`src/rtl/pre_proc_hpf.sv`:
```
// pre_proc_hpf: G.729 encoder pre-processor, stage 1.
// Second-order IIR high-pass filter (140 Hz) with the /2 input scaling folded into
// the numerator. One sample is processed per accepted start pulse on a single
// 32x16 multiplier over eight FSM states. Arithmetic is bit-exact to the ITU basic
// operators, with saturation applied at every step.
// Optional build macro HPF_SAT_FLAG_EN adds a sticky sat_flag output.
module pre_proc_hpf #(
  parameter logic signed [15:0] B0 = 16'sd1899,
  parameter logic signed [15:0] B1 = -16'sd3798,
  parameter logic signed [15:0] B2 = 16'sd1899,
  parameter logic signed [15:0] A1 = 16'sd7807,
  parameter logic signed [15:0] A2 = -16'sd3733
) (
  input  logic        clock,
  input  logic        reset,
  input  logic        start,
  input  logic [15:0] x_in,
  output logic        busy,
  output logic        done,
  output logic [15:0] y_out,
  output logic [31:0] acc_out
`ifdef HPF_SAT_FLAG_EN
  ,
  output logic        sat_flag
`endif
);

  typedef enum logic [2:0] {
    IDLE  = 3'd0,
    MA1   = 3'd1,
    MA2   = 3'd2,
    MB0   = 3'd3,
    MB1   = 3'd4,
    MB2   = 3'd5,
    SHIFT = 3'd6,
    OUT   = 3'd7
  } state_t;

  state_t state_r, state_s;

  logic [15:0] x0_r, x1_r, x2_r;
  logic [15:0] y1_hi_r, y1_lo_r, y2_hi_r, y2_lo_r;
  logic [31:0] acc_r;

  logic signed [31:0] op_a_s;
  logic signed [15:0] op_b_s;
  logic signed [47:0] prod_s;
  logic        corner_s;
  logic [32:0] term_s;
  logic [31:0] term_sat_s;
  logic [32:0] mac_sum_s;
  logic [31:0] mac_s;
  logic        shl_ovf_s;
  logic [31:0] shl_s;
  logic [16:0] rnd_sum_s;
  logic        rnd_ovf_s;
  logic [15:0] rnd_s;

  // Clamp a 33-bit two's-complement sum into the signed 32-bit range.
  function automatic logic [31:0] sat32(input logic [32:0] v);
    if (v[32] != v[31]) begin
      if (v[32]) sat32 = 32'h8000_0000;
      else       sat32 = 32'h7FFF_FFFF;
    end else begin
      sat32 = v[31:0];
    end
  endfunction

  // State register.
  always_ff @(posedge clock) begin
    if (!reset) state_r <= IDLE;
    else        state_r <= state_s;
  end

  // Next-state sequencing: a fixed walk through the seven work states.
  always_comb begin
    state_s = state_r;
    case (state_r)
      IDLE: begin
        if (start) state_s = MA1;
        else       state_s = IDLE;
      end
      MA1:     state_s = MA2;
      MA2:     state_s = MB0;
      MB0:     state_s = MB1;
      MB1:     state_s = MB2;
      MB2:     state_s = SHIFT;
      SHIFT:   state_s = OUT;
      OUT:     state_s = IDLE;
      default: state_s = IDLE;
    endcase
  end

  // Multiplier operand select. The feedback taps rebuild the DPF value {hi, lo, 0}
  // so one 32x16 product yields Mpy_32_16 exactly after dropping 16 bits.
  always_comb begin
    op_a_s   = 32'sd0;
    op_b_s   = 16'sd0;
    corner_s = 1'b0;
    case (state_r)
      MA1: begin
        op_a_s   = {y1_hi_r, y1_lo_r[14:0], 1'b0};
        op_b_s   = A1;
        corner_s = (y1_hi_r == 16'h8000) && (A1 == 16'sh8000);
      end
      MA2: begin
        op_a_s   = {y2_hi_r, y2_lo_r[14:0], 1'b0};
        op_b_s   = A2;
        corner_s = (y2_hi_r == 16'h8000) && (A2 == 16'sh8000);
      end
      MB0:     begin op_a_s = {{16{x0_r[15]}}, x0_r}; op_b_s = B0; end
      MB1:     begin op_a_s = {{16{x1_r[15]}}, x1_r}; op_b_s = B1; end
      MB2:     begin op_a_s = {{16{x2_r[15]}}, x2_r}; op_b_s = B2; end
      default: begin op_a_s = 32'sd0; op_b_s = 16'sd0; end
    endcase
  end

  assign prod_s = 48'(op_a_s) * 48'(op_b_s);

  // Product term: Mpy_32_16 for feedback taps, L_mult for feed-forward taps.
  // When hi and the coefficient are both -32768, L_mult(hi,n) saturates to
  // 0x7FFFFFFF, one below the exact product, so the term is trimmed by one.
  always_comb begin
    if ((state_r == MA1) || (state_r == MA2)) begin
      if (corner_s) term_s = {prod_s[47:16], 1'b0} - 33'd1;
      else          term_s = {prod_s[47:16], 1'b0};
    end else begin
      term_s = {prod_s[31:0], 1'b0};
    end
  end

  assign term_sat_s = sat32(term_s);
  assign mac_sum_s  = {acc_r[31], acc_r} + {term_sat_s[31], term_sat_s};
  assign mac_s      = sat32(mac_sum_s);

  assign shl_ovf_s  = (acc_r[31:28] != 4'h0) && (acc_r[31:28] != 4'hF);
  assign shl_s      = shl_ovf_s ? (acc_r[31] ? 32'h8000_0000 : 32'h7FFF_FFFF)
                                : {acc_r[28:0], 3'b000};

  // round(): upper half plus bit 15; only positive overflow is possible.
  assign rnd_sum_s  = {acc_r[31], acc_r[31:16]} + {16'd0, acc_r[15]};
  assign rnd_ovf_s  = (rnd_sum_s[16] != rnd_sum_s[15]);
  assign rnd_s      = rnd_ovf_s ? 16'h7FFF : rnd_sum_s[15:0];

  // Datapath and filter memory; outputs only change in the OUT state.
  always_ff @(posedge clock) begin
    if (!reset) begin
      busy    <= 1'b0;
      done    <= 1'b0;
      y_out   <= 16'd0;
      acc_out <= 32'd0;
      acc_r   <= 32'd0;
      x0_r    <= 16'd0;
      x1_r    <= 16'd0;
      x2_r    <= 16'd0;
      y1_hi_r <= 16'd0;
      y1_lo_r <= 16'd0;
      y2_hi_r <= 16'd0;
      y2_lo_r <= 16'd0;
    end else begin
      done <= 1'b0;
      case (state_r)
        IDLE: begin
          if (start) begin
            x0_r  <= x_in;
            acc_r <= 32'd0;
            busy  <= 1'b1;
          end
        end
        MA1, MA2, MB0, MB1, MB2: acc_r <= mac_s;
        SHIFT: acc_r <= shl_s;
        OUT: begin
          y_out   <= rnd_s;
          acc_out <= acc_r;
          y2_hi_r <= y1_hi_r;
          y2_lo_r <= y1_lo_r;
          y1_hi_r <= acc_r[31:16];
          y1_lo_r <= {1'b0, acc_r[15:1]};
          x2_r    <= x1_r;
          x1_r    <= x0_r;
          done    <= 1'b1;
          busy    <= 1'b0;
        end
        default: ;
      endcase
    end
  end

`ifdef HPF_SAT_FLAG_EN
  logic term_ovf_s, mac_ovf_s, sat_pend_r;

  assign term_ovf_s = (term_s[32] != term_s[31]) || corner_s;
  assign mac_ovf_s  = (mac_sum_s[32] != mac_sum_s[31]);

  // Collect saturation events during a sample and publish them on the done cycle.
  always_ff @(posedge clock) begin
    if (!reset) begin
      sat_pend_r <= 1'b0;
      sat_flag   <= 1'b0;
    end else begin
      case (state_r)
        MA1, MA2, MB0, MB1, MB2: sat_pend_r <= sat_pend_r | term_ovf_s | mac_ovf_s;
        SHIFT:   sat_pend_r <= sat_pend_r | shl_ovf_s;
        OUT:     sat_flag   <= sat_flag | sat_pend_r | rnd_ovf_s;
        default: ;
      endcase
    end
  end
`endif

endmodule

```
`config.mk`:
```
export PLATFORM = sky130hd
export DESIGN_NAME = pre_proc_hpf
export DESIGN_NICKNAME = d
export VERILOG_FILES = /design/src/rtl/pre_proc_hpf.sv
export SDC_FILE = /design/constraint.sdc
export NUM_CORES = 1
export LEC_CHECK = 0
export ABC_AREA = 1
export CORE_AREA = 2 2 237 239
export DETAILED_ROUTE_END_ITERATION = 6
export DIE_AREA = 0 0 239 241
export DONT_BUFFER_PORTS = 1
export SLEW_MARGIN = 5
export SYNTH_ARGS = -nofsm -noshare
export SYNTH_HDL_FRONTEND = slang
export SYNTH_SLANG_ARGS = --single-unit
```
`constraint.sdc`:
```
create_clock -name clock -period 11.3 [get_ports clock]
set_clock_uncertainty 0.2 [all_clocks]
set_input_delay 1.13 -clock clock [delete_from_list [all_inputs] [get_ports clock]]
set_output_delay 1.13 -clock clock [all_outputs]
set_load 0.005 [all_outputs]
```
**Word level (Yosys, flattened, before mapping)**

Cells that the tools add are included.

- Register bits after elaboration: 195
- Output and inout bits: 50
- Bits of input ports: 19
- Logic and storage cells: 56

- Reduce and logical (&&, ||, !) cells: 11
- Multiplexer cells: 17
- Add/sub/neg operators: 2
- Equal/unequal tests: 12
- $mul: 1

Operators with widths:

| operator | number |
|---|---|
| 32-bit 2-to-1 mux | 7 |
| 32-bit case mux with 5 select lines | 1 |
| 32-bit case mux with 3 select lines | 1 |
| 16-bit case mux with 4 select lines | 1 |
| 32-bit by 16-bit multiplier with 48-bit output | 1 |
| 32-bit by 32-bit adder with 33-bit output | 1 |
| 33-bit 2-to-1 mux | 1 |
| 3-bit case mux with 8 select lines | 1 |
| 16-bit by 2-bit adder with 17-bit output | 1 |
| 16-bit 2-to-1 mux | 1 |
| 3-bit equality test, second input constant | 4 |
| 3-bit by 2-bit equality test with 1-bit output, second input constant | 2 |
| 2-bit AND reduction | 3 |
| 5-bit OR reduction | 1 |
| 4-bit != test, second input constant | 1 |
| 4-bit nonzero test | 1 |
| 3-bit by 1-bit equality test with 1-bit output, second input constant | 1 |
| 3-bit logical NOT | 1 |
| 1-bit 2-to-1 mux | 3 |
| 1-bit != test | 3 |
| 3-bit nonzero test | 1 |
| 2-bit != test, second input constant | 1 |
| 1-bit case mux with 2 select lines | 1 |
| 2-bit nonzero test | 1 |
| 3 further kinds | 3 |

**Depth between registers and ports, before layout**

Gate-level depths: netlist (run 1).

- Depth in word-level cells: 11
- Gate-level depth with buffers: 61
- Depth with buffers taken out: 56

**Worst setup path before layout (run 1)**

OpenSTA, ideal clock, no wires.

- Path kind: register to register
- Start: reg state_r[2]
- End: reg acc_r[24]
- Arrival: 9.224 ns
- Library setup time: 0.122 ns
- Path slack: 1.754 ns
- Buffers on the path: 6
- Required time: 10.978 ns
- Cell stages (with the launch flop): 53
- Clock period less this slack: 9.546 ns
- Cells stage by stage: dfxtp_1 buf_2 nor2_1 inv_2 nor2_4 inv_2 buf_2 nor2_2 nor2_1 nor2_1 fa_1 xnor2_1 xor2_1 inv_1 fa_1 fa_1 inv_1 fa_1 [17 not listed] inv_1 ha_1 nand2_1 inv_1 a21oi_2 nand2_1 nand2_2 nand2_4 nand2_2 nand2_2 nand2_2 nand2_2 nand2_2 buf_6 buf_6 nand3_2 nand2_1 a21oi_2

- Longest elaborated chain between the ends: 11

Ends and longest elaborated chain:

| element | RTL line | RTL |
|---|---|---|
| start: declaration | 39 | `state_t state_r, state_s;` |
| start signal: assignment | 72 | `else state_r <= state_s;` |
| 3-bit by 2-bit equality test with 1-bit output or 3-bit equality test (tied branches) | 100, 162 |  |
| 2-bit OR reduction (no line) | - |  |
| 16-bit case mux with 4 select lines | 100 | `case (state_r)` |
| 32-bit by 16-bit multiplier with 48-bit output | 118 | `assign prod_s = 48'(op_a_s) * 48'(op_b_s);` |
| 33-bit 2-to-1 mux | 124 | `if ((state_r == MA1) \|\| (state_r == MA2)) begin` |
| 32-bit 2-to-1 mux or 1-bit != test (tied branches) | 62, 61 |  |
| 32-bit 2-to-1 mux | 61 | `if (v[32] != v[31]) begin` |
| 32-bit by 32-bit adder with 33-bit output | 133 | `assign mac_sum_s = {acc_r[31], acc_r} + {term_sat_s[31], term_sat_s};` |
| 32-bit 2-to-1 mux or 1-bit != test (tied branches) | 62, 61 |  |
| 32-bit 2-to-1 mux | 61 |  |
| 32-bit case mux with 3 select lines | 162 | `case (state_r)` |
| end signal: assignment | 170 | `MA1, MA2, MB0, MB1, MB2: acc_r <= mac_s;` |
| end signal: assignment | 171 | `SHIFT: acc_r <= shl_s;` |
| end: declaration | 43 | `logic [31:0] acc_r;` |

Several ways; a longest one is shown, not always the timed one.
A chain may end at the register's enable or synchronous reset.

**Worst setup path after layout (run 1)**

- Start: reg state_r[1]
- End: reg acc_r[9]

The elaborated chain is that of the path after synthesis.

==> results of run 1 <==
timing repair:
| item | in CTS | in global routing |
|---|---|---|
| gates resized for setup | 0 | 16 |
| buffers inserted | 0 | 2 |
| endpoints found under the setup margin | 0 | 32 |
cell usage after synthesis, types with 15 or more instances:
cell	count	share of area, %
dfxtp_1	164	12
nor2_1	340	4.7
xnor2_1	22	0.71
nand3b_1	18	0.50
fa_1	449	33
clkbuf_1	73	1.0
ha_1	181	8.3
inv_2	25	0.34
nand3_1	165	3.0
nand2_2	17	0.39
buf_2	17	0.31
inv_1	932	13
nand2_1	613	8.4
o21ai_0	187	3.4
a21oi_1	240	4.4
xor2_1	24	0.77
nand4_1	24	0.55
o21bai_1	17	0.47
a21oi_2	15	0.48
or2_2	20	0.46
critical path: cells and delay by family (launching register included):
family,cells,cell delay [ns]
flops,1,0.38
buf+inv,12,1.47
simple gates,21,2.44
fa+ha+maj,9,4.13
compound gates,8,1.98
through the flow:
| stage | hold WS [ns] | instance area (µm²) | total power [mW] | utilization, % |
|---|---|---|---|---|
| 2_1_floorplan | 0.230 | 27300 | 2.28 | - |
| 3_3_place_gp | 0.248 | 28100 | 2.99 | 51.2 |
| 3_5_place_dp | 0.252 | 28100 | 2.99 | 51.2 |
| 4_1_cts | 0.262 | 28700 | 3.59 | 52.3 |
| 5_1_grt | 0.290 | 28800 | 3.89 | 52.4 |
| 6_report | 0.261 | 28800 | 3.61 | 52.4 |
cell families after synthesis:
logic type,count (synthesis),synth area share (%)
flip-flops,164,12.0
adder cells (fa/ha/maj),630,41.3
other,1,0.0138
XOR/XNOR,46,1.48
buffers and inverters,1057,14.8
AND/OR/NAND/NOR,1255,19.7
AO/OA/AOI/OAI,523,10.7
state kept, by name (all words and copies together) (netlist names):
name	count
acc_out	32
acc_r	32
x0_r	16
x1_r	16
x2_r	16
y2_hi_r	16
y_out	16
y2_lo_r	15
state_r	3
busy	1
done	1
cell type report:
cell class / count / share of cell area, %
Clock buffer: 18 / 1.49
Multi-Input combinational cell: 2457 / 69.5
Timing Repair Buffer: 48 / 1.48
Clock inverter: 14 / 0.548
Tap cell: 704 / 3.06
Inverter: 957 / 12.5
Sequential cell: 164 / 11.4
layer usage:
layer  vias up  share of wire [%]
li1      11100                  -
met1     11300                 43
met2       799                 46
met3       163                6.5
met4         2                5.0
met5         -              0.014
cells in the final DEF (no fill, tap or decap), drive strengths merged, types with 2 or more instances in the layout:
| cell | instances |
|---|---|
| a21boi | 2 |
| a21o | 8 |
| a21oi | 255 |
| a31oi | 2 |
| and2 | 3 |
| buf | 48 |
| clkbuf | 18 |
| clkinv | 3 |
| conb | 3 |
| dfxtp | 164 |
| fa | 449 |
| ha | 181 |
| inv | 966 |
| nand2 | 632 |
| nand3 | 175 |
| nand3b | 18 |
| nand4 | 24 |
| nor2 | 355 |
| nor3 | 15 |
| nor3b | 2 |
| nor4 | 3 |
| o2111ai | 8 |
| o211ai | 12 |
| o21a | 5 |
| o21ai | 188 |
| o21bai | 17 |
| o221a | 2 |
| o221ai | 14 |
| o22ai | 7 |
| or2 | 27 |
| xnor2 | 22 |
| xor2 | 24 |
path summary, 6_finish.rpt:
kind	start	end	slack, ns	cells past startpoint
worst max register to register	state_r[1]	acc_r[9]	0.58	50
worst min-delay path	x2_r[14]	x2_r[14]	0.26	2
worst min register to register	x2_r[14]	x2_r[14]	0.26	2
worst max-delay path	state_r[1]	acc_r[9]	0.58	50
power groups by stage:
| stage | Combinational, mW | Sequential [mW] | Clock (mW) |
|---|---|---|---|
| 2_1_floorplan | 1.60 | 0.675 | 0 |
| 3_3_place_gp | 2.25 | 0.743 | 0 |
| 3_5_place_dp | 2.25 | 0.743 | 0 |
| 4_1_cts | 2.27 | 0.729 | 0.593 |
| 5_1_grt | 2.53 | 0.736 | 0.616 |
| 6_report | 2.29 | 0.734 | 0.591 |
==> summary.md, run 1 <==
| Metric | Value |
|---|---|
| Share of cells above drive strength 1 | `5.58%` |
| Gr busiest metal | `met2` |
| Ant diodes | `0` |
| Total track usage | `between 30% and 40%` |
| Cts bufs inserted | `17` |
| Arrival @ worst endpoint | `approximately 11 ns` |
| Peak supply drop | `0.000201 V` |
| Netlist cell types | `51` |
| CTS tree | `done` |
| Power Dens Cells | `126 nW/µm²` |
| Period minus WS final | `around 11 ns` |
| FILL cells | `roughly 5500` |
| Run status | `complete, no violations` |
| Register area | `roughly 3300 µm²` |
| Remaining antenna violation count | `0` |
| Register area share after synthesis | `12.0%` |
| Worst slew pin tran | `0.989 ns` |
| Worst slack at placement | `between 0.3 and 0.4 ns` |
| Synth-to-Final Area Change | `5.55%` |
| Antenna violations before repair | `1` |
| Vias per inst | `5.35` |
| Asr flop ratio synth | `0%` |
| Slew headroom | `33.9%` |
| Worst-path fanout max | `30` |
| Gr ovfl total | `0` |
| Crit end category | `register` |
| Logic pwr share | `63.3%` |
| Pin count of the biggest net entering global routing | `151` |
| Worst min-delay path class | `reg -> reg` |
| Slowest stage cell on the critical path | `fa_1` |
| Non-filler cells, final | `roughly 4400` |
| Post-synth EDFFs | `0` |
| Leakage | `14.8 nW` |
| Sw Ratio | `52.6%` |
| DIE WIDTH | `roughly 240 µm` |
| Clk pwr share | `between 10% and 20%` |
| Final Hold Violating Endpoints | `0` |
| Startpoint Class | `register` |
| Worst setup margin | `0.578 ns` |
| Kind of critical path | `reg -> reg` |
| Critical Path Max Stage Delay | `0.55 ns` |
| Synth Instances | `3676` |
| PortBufs | `0` |
| DRT iter0 DRCs | `1950` |
| Final Setup Violations | `0` |
| Most used cell, CP | `nand2_1` |
| Vias post-DR | `23300` |
| Final worst path period share | `94.9%` |
| Total negative slack | `0 ns` |
| DIE AREA | `57600 µm²` |
| Clock buffer depth | `2` |
| First-pass GRT wire length | `138000 µm` |
| M2 GR Usage | `between 50% and 60%` |
| Max Slew Vio Count | `0` |
| Fmax | `93.3 MHz` |
| Starting Density | `49.6%` |
| Hold_buf cts | `0` |
| Io pins | `between 60 and 70` |
| Register share of total power | `20.3%` |
| Clock-pin slew on the worst setup and hold paths | `0.07 ns` |
| Routing usage on met3 | `4.06%` |
| Int Pwr | `approximately 1.7 mW` |
| Vias in the first global route | `23100` |
| Post-synthesis register bit count | `about 160` |
| Multi-input gate area | `20000 µm²` |
| GPL Wtd Cong | `1.01` |
| Mapped Area | `27200 µm²` |
| Total Wirelength | `89900 µm` |
| Yosys warning count | `0` |
| Root Driver | `clkbuf_16` |
| Post-route DRC | `0` |
| Syn_area_per_cell | `7.41 µm²` |
| H-tree depth | `4` |
| Core Footprint | `roughly 55000 µm²` |
| CTS sink count | `164` |
| # Max-Cap Violations | `0` |
| RSZ-0062 raised after global routing | `no` |
| Drt first pass iters | `6` |
| CP Data Required Time | `11.42 ns` |
| Clk_lat worst skew | `0.44 ns` |
| Switching power | `roughly 1.9 mW` |
| Main synth FF type | `dfxtp_1` |
| Nets | `4294` |
| Row count | `86` |
| Die Y | `~240 µm` |
| Met1 Track Usage GR | `43.6%` |
| Hpwl dp | `78400 µm` |
| Placed cells | `roughly 4300` |
| Per-cell routed wire length | `about 20 µm` |
Note: power is estimated with default switching activity, not from simulation.
==> inputs of run 2 (changes only) <==
--- a/config.mk
+++ b/config.mk
@@ -6,9 +6,10 @@
 export NUM_CORES = 1
 export LEC_CHECK = 0
 export ABC_AREA = 1
-export CORE_AREA = 2 2 237 239
+export CAP_MARGIN = 20
+export CORE_AREA = 2 2 264 214
 export DETAILED_ROUTE_END_ITERATION = 6
-export DIE_AREA = 0 0 239 241
+export DIE_AREA = 0 0 266 216
 export DONT_BUFFER_PORTS = 1
 export SLEW_MARGIN = 5
 export SYNTH_ARGS = -nofsm -noshare
==> summary.md, run 2 (synthesis results as in run 1) <==
| Metric | Value |
|---|---|
| Clock buffer depth | `2 (unchanged)` |
| Clk_lat worst skew | `0.44 ns (about the same)` |
| DIE WIDTH | `266 µm (was 239 µm)` |
| Root Driver | `clkbuf_16 (unchanged)` |
| Starting Density | `49.8% (was 49.6%)` |
| Total negative slack | `0 ns (unchanged)` |
| Antenna violations before repair | `0 (was 1)` |
| Hold path depth | `2 (unchanged)` |
| Synth-to-Final Area Change | `5.80% (was 5.55%)` |
| # Max-Cap Violations | `0 (unchanged)` |
| Die Y | `216 µm (was 241 µm)` |
| Kind of critical path | `reg -> reg (unchanged)` |
| CP Depth | `50 (unchanged)` |
| Most used cell, CP | `nand2_1 (unchanged)` |
| Peak supply drop | `0.000155 V (was 0.000201 V)` |
| Slew headroom | `35.7% (was 33.9%)` |
| Hpwl dp | `77300 µm (was 78400 µm)` |
| Core Footprint | `54700 µm² (was 54900 µm²)` |
| H-tree depth | `4 (unchanged)` |
| Largest regs | `acc_out (32), acc_r (32) (unchanged)` |
| Worst slack at placement | `0.124 ns (was 0.325 ns)` |
| Per-cell routed wire length | `20.3 µm (was 20.6 µm)` |
| CTS tree | `done (unchanged)` |
| Ant diodes | `0 (unchanged)` |
| Remaining antenna violation count | `0 (unchanged)` |
| Total Wirelength | `88900 µm (was 89900 µm)` |
| Total track usage | `31.7% (was 31.9%)` |
| Commonest non-fill, non-tap cell in the layout | `inv_1 (unchanged)` |
| PortBufs | `0 (unchanged)` |
| Nets | `4299 (was 4294)` |
| Worst setup margin | `0.620 ns (was 0.578 ns)` |
| First-pass GRT wire length | `137000 µm (was 138000 µm)` |
| Min Hold Slack | `0.252 ns (was 0.261 ns)` |
| Worst min-delay path class | `reg -> reg (unchanged)` |
| Final worst path period share | `94.5% (was 94.9%)` |
| CTS sink count | `164 (unchanged)` |
| Share of cells above drive strength 1 | `6.25% (was 5.58%)` |
| Worst slew pin tran | `0.964 ns (was 0.989 ns)` |
| Crit end category | `register (unchanged)` |
| Hold_buf cts | `0 (unchanged)` |
| Arrival @ worst endpoint | `10.85 ns (was 10.84 ns)` |
| Post-route DRC | `0 (unchanged)` |
| Final Hold Violating Endpoints | `0 (unchanged)` |
| Worst-path fanout max | `31 (was 30)` |
| Vias per inst | `5.34 (was 5.35)` |
| Run status | `complete, no violations (unchanged)` |
| Vias post-DR | `23300 (about the same)` |
| DRT iter0 DRCs | `2608 (was 1950)` |
| Fmax | `93.6 MHz (was 93.3 MHz)` |
| CP bufs+invs | `15 (was 12)` |
| Slowest stage cell on the critical path | `fa_1 (unchanged)` |
| Final Setup Violations | `0 (unchanged)` |
| Clock-pin slew on the worst setup and hold paths | `0.07 ns (about the same)` |
| Drt first pass iters | `6 (unchanged)` |
| Commonest cells after routing, fill and taps aside | `inv_1 (931), nand2_1 (613), fa_1 (449) (unchanged)` |
| Startpoint Class | `register (unchanged)` |
| GPL Wtd Cong | `1.02 (was 1.01)` |
| Vias in the first global route | `22200 (was 23100)` |
| Row count | `77 (was 86)` |
| Leakage | `14.8 nW (about the same)` |
| FILL cells | `5492 (was 5520)` |
| CP Data Required Time | `11.47 ns (was 11.42 ns)` |
| Critical Path Max Stage Delay | `0.57 ns (was 0.55 ns)` |
| Period minus WS final | `10.68 ns (was 10.72 ns)` |
| Critical path's top delay family | `adder cells (unchanged)` |
| Io pins | `69 (unchanged)` |
| Max Slew Vio Count | `0 (unchanged)` |
| Tot Pwr | `3.61 mW (about the same)` |
| R2R cell count | `50 (unchanged)` |
| DIE AREA | `57500 µm² (was 57600 µm²)` |
| Gr ovfl total | `0 (unchanged)` |
| Pin count of the biggest net entering global routing | `151 (unchanged)` |
| Power Dens Cells | `125 nW/µm² (was 126 nW/µm²)` |
| RSZ-0062 raised after global routing | `no (unchanged)` |
| Cts bufs inserted | `17 (unchanged)` |
## run 2: cell count changes in the layout (fill, tap and decap cells not counted), moves of 2 or more
cell / change
nor2_2: +18
nor2_1: -19
buf_12: -4
inv_6: -2
buf_4: +7
inv_8: +2
## run 2: cell type report
cell class                 instances  area (µm²)  share of cell area [%]
inverter                         957        3590                    12.5
sequential                       164        3280                    11.4
timing repair buffer              53         425                    1.48
multi-input combinational       2457       20100                    69.6
clock inverter                    14         149                   0.516
tap                              711         890                    3.09
clock buffer                      18         429                    1.49
## run 2: final timing paths
check,startpoint,endpoint,slack [ns]
max,state_r[0],acc_r[1],0.62
min,y2_lo_r[6],y2_lo_r[6],0.25
max reg2reg,state_r[0],acc_r[1],0.62
min reg2reg,y2_lo_r[6],y2_lo_r[6],0.25
## run 2: what timing repair did
action	CTS	global route
resized for setup	0	39
setup buffers	0	4
endpoints found under the setup margin	0	32
## run 2: worst min-delay path, stage by stage, from the launching register on
cell and delay (ns):
dfxtp_1 0.30, inv_1 0.06, a21oi_1 0.05
## run 2: per-stage QoR
stage	area [µm²]	utilization [%]	instances
6_report	28800	52.7	4374
5_1_grt	28800	52.7	4374
4_1_cts	28700	52.4	4370
3_5_place_dp	28100	51.4	4338
3_3_place_gp	28100	51.4	4338
2_1_floorplan	27300	-	3678
## run 2: where the power goes
part | internal (mW) | leakage (nW) | switching, mW | total (mW)
combinational | 0.747 | 13.2 | 1.54 | 2.29
clock | 0.296 | 0.281 | 0.285 | 0.581
sequential | 0.625 | 1.33 | 0.113 | 0.738
total | 1.67 | 14.8 | 1.94 | 3.61
## run 2: per-layer routing
metal | global-route usage (%) | up-vias | part of all wire, %
met1 | 48.5 | 11200 | 46
met2 | 45.7 | 956 | 42
met5 | 0 | - | 0
met4 | 7.08 | 0 | 2.3
met3 | 6.52 | 92 | 9.3
li1 | - | 11100 | -
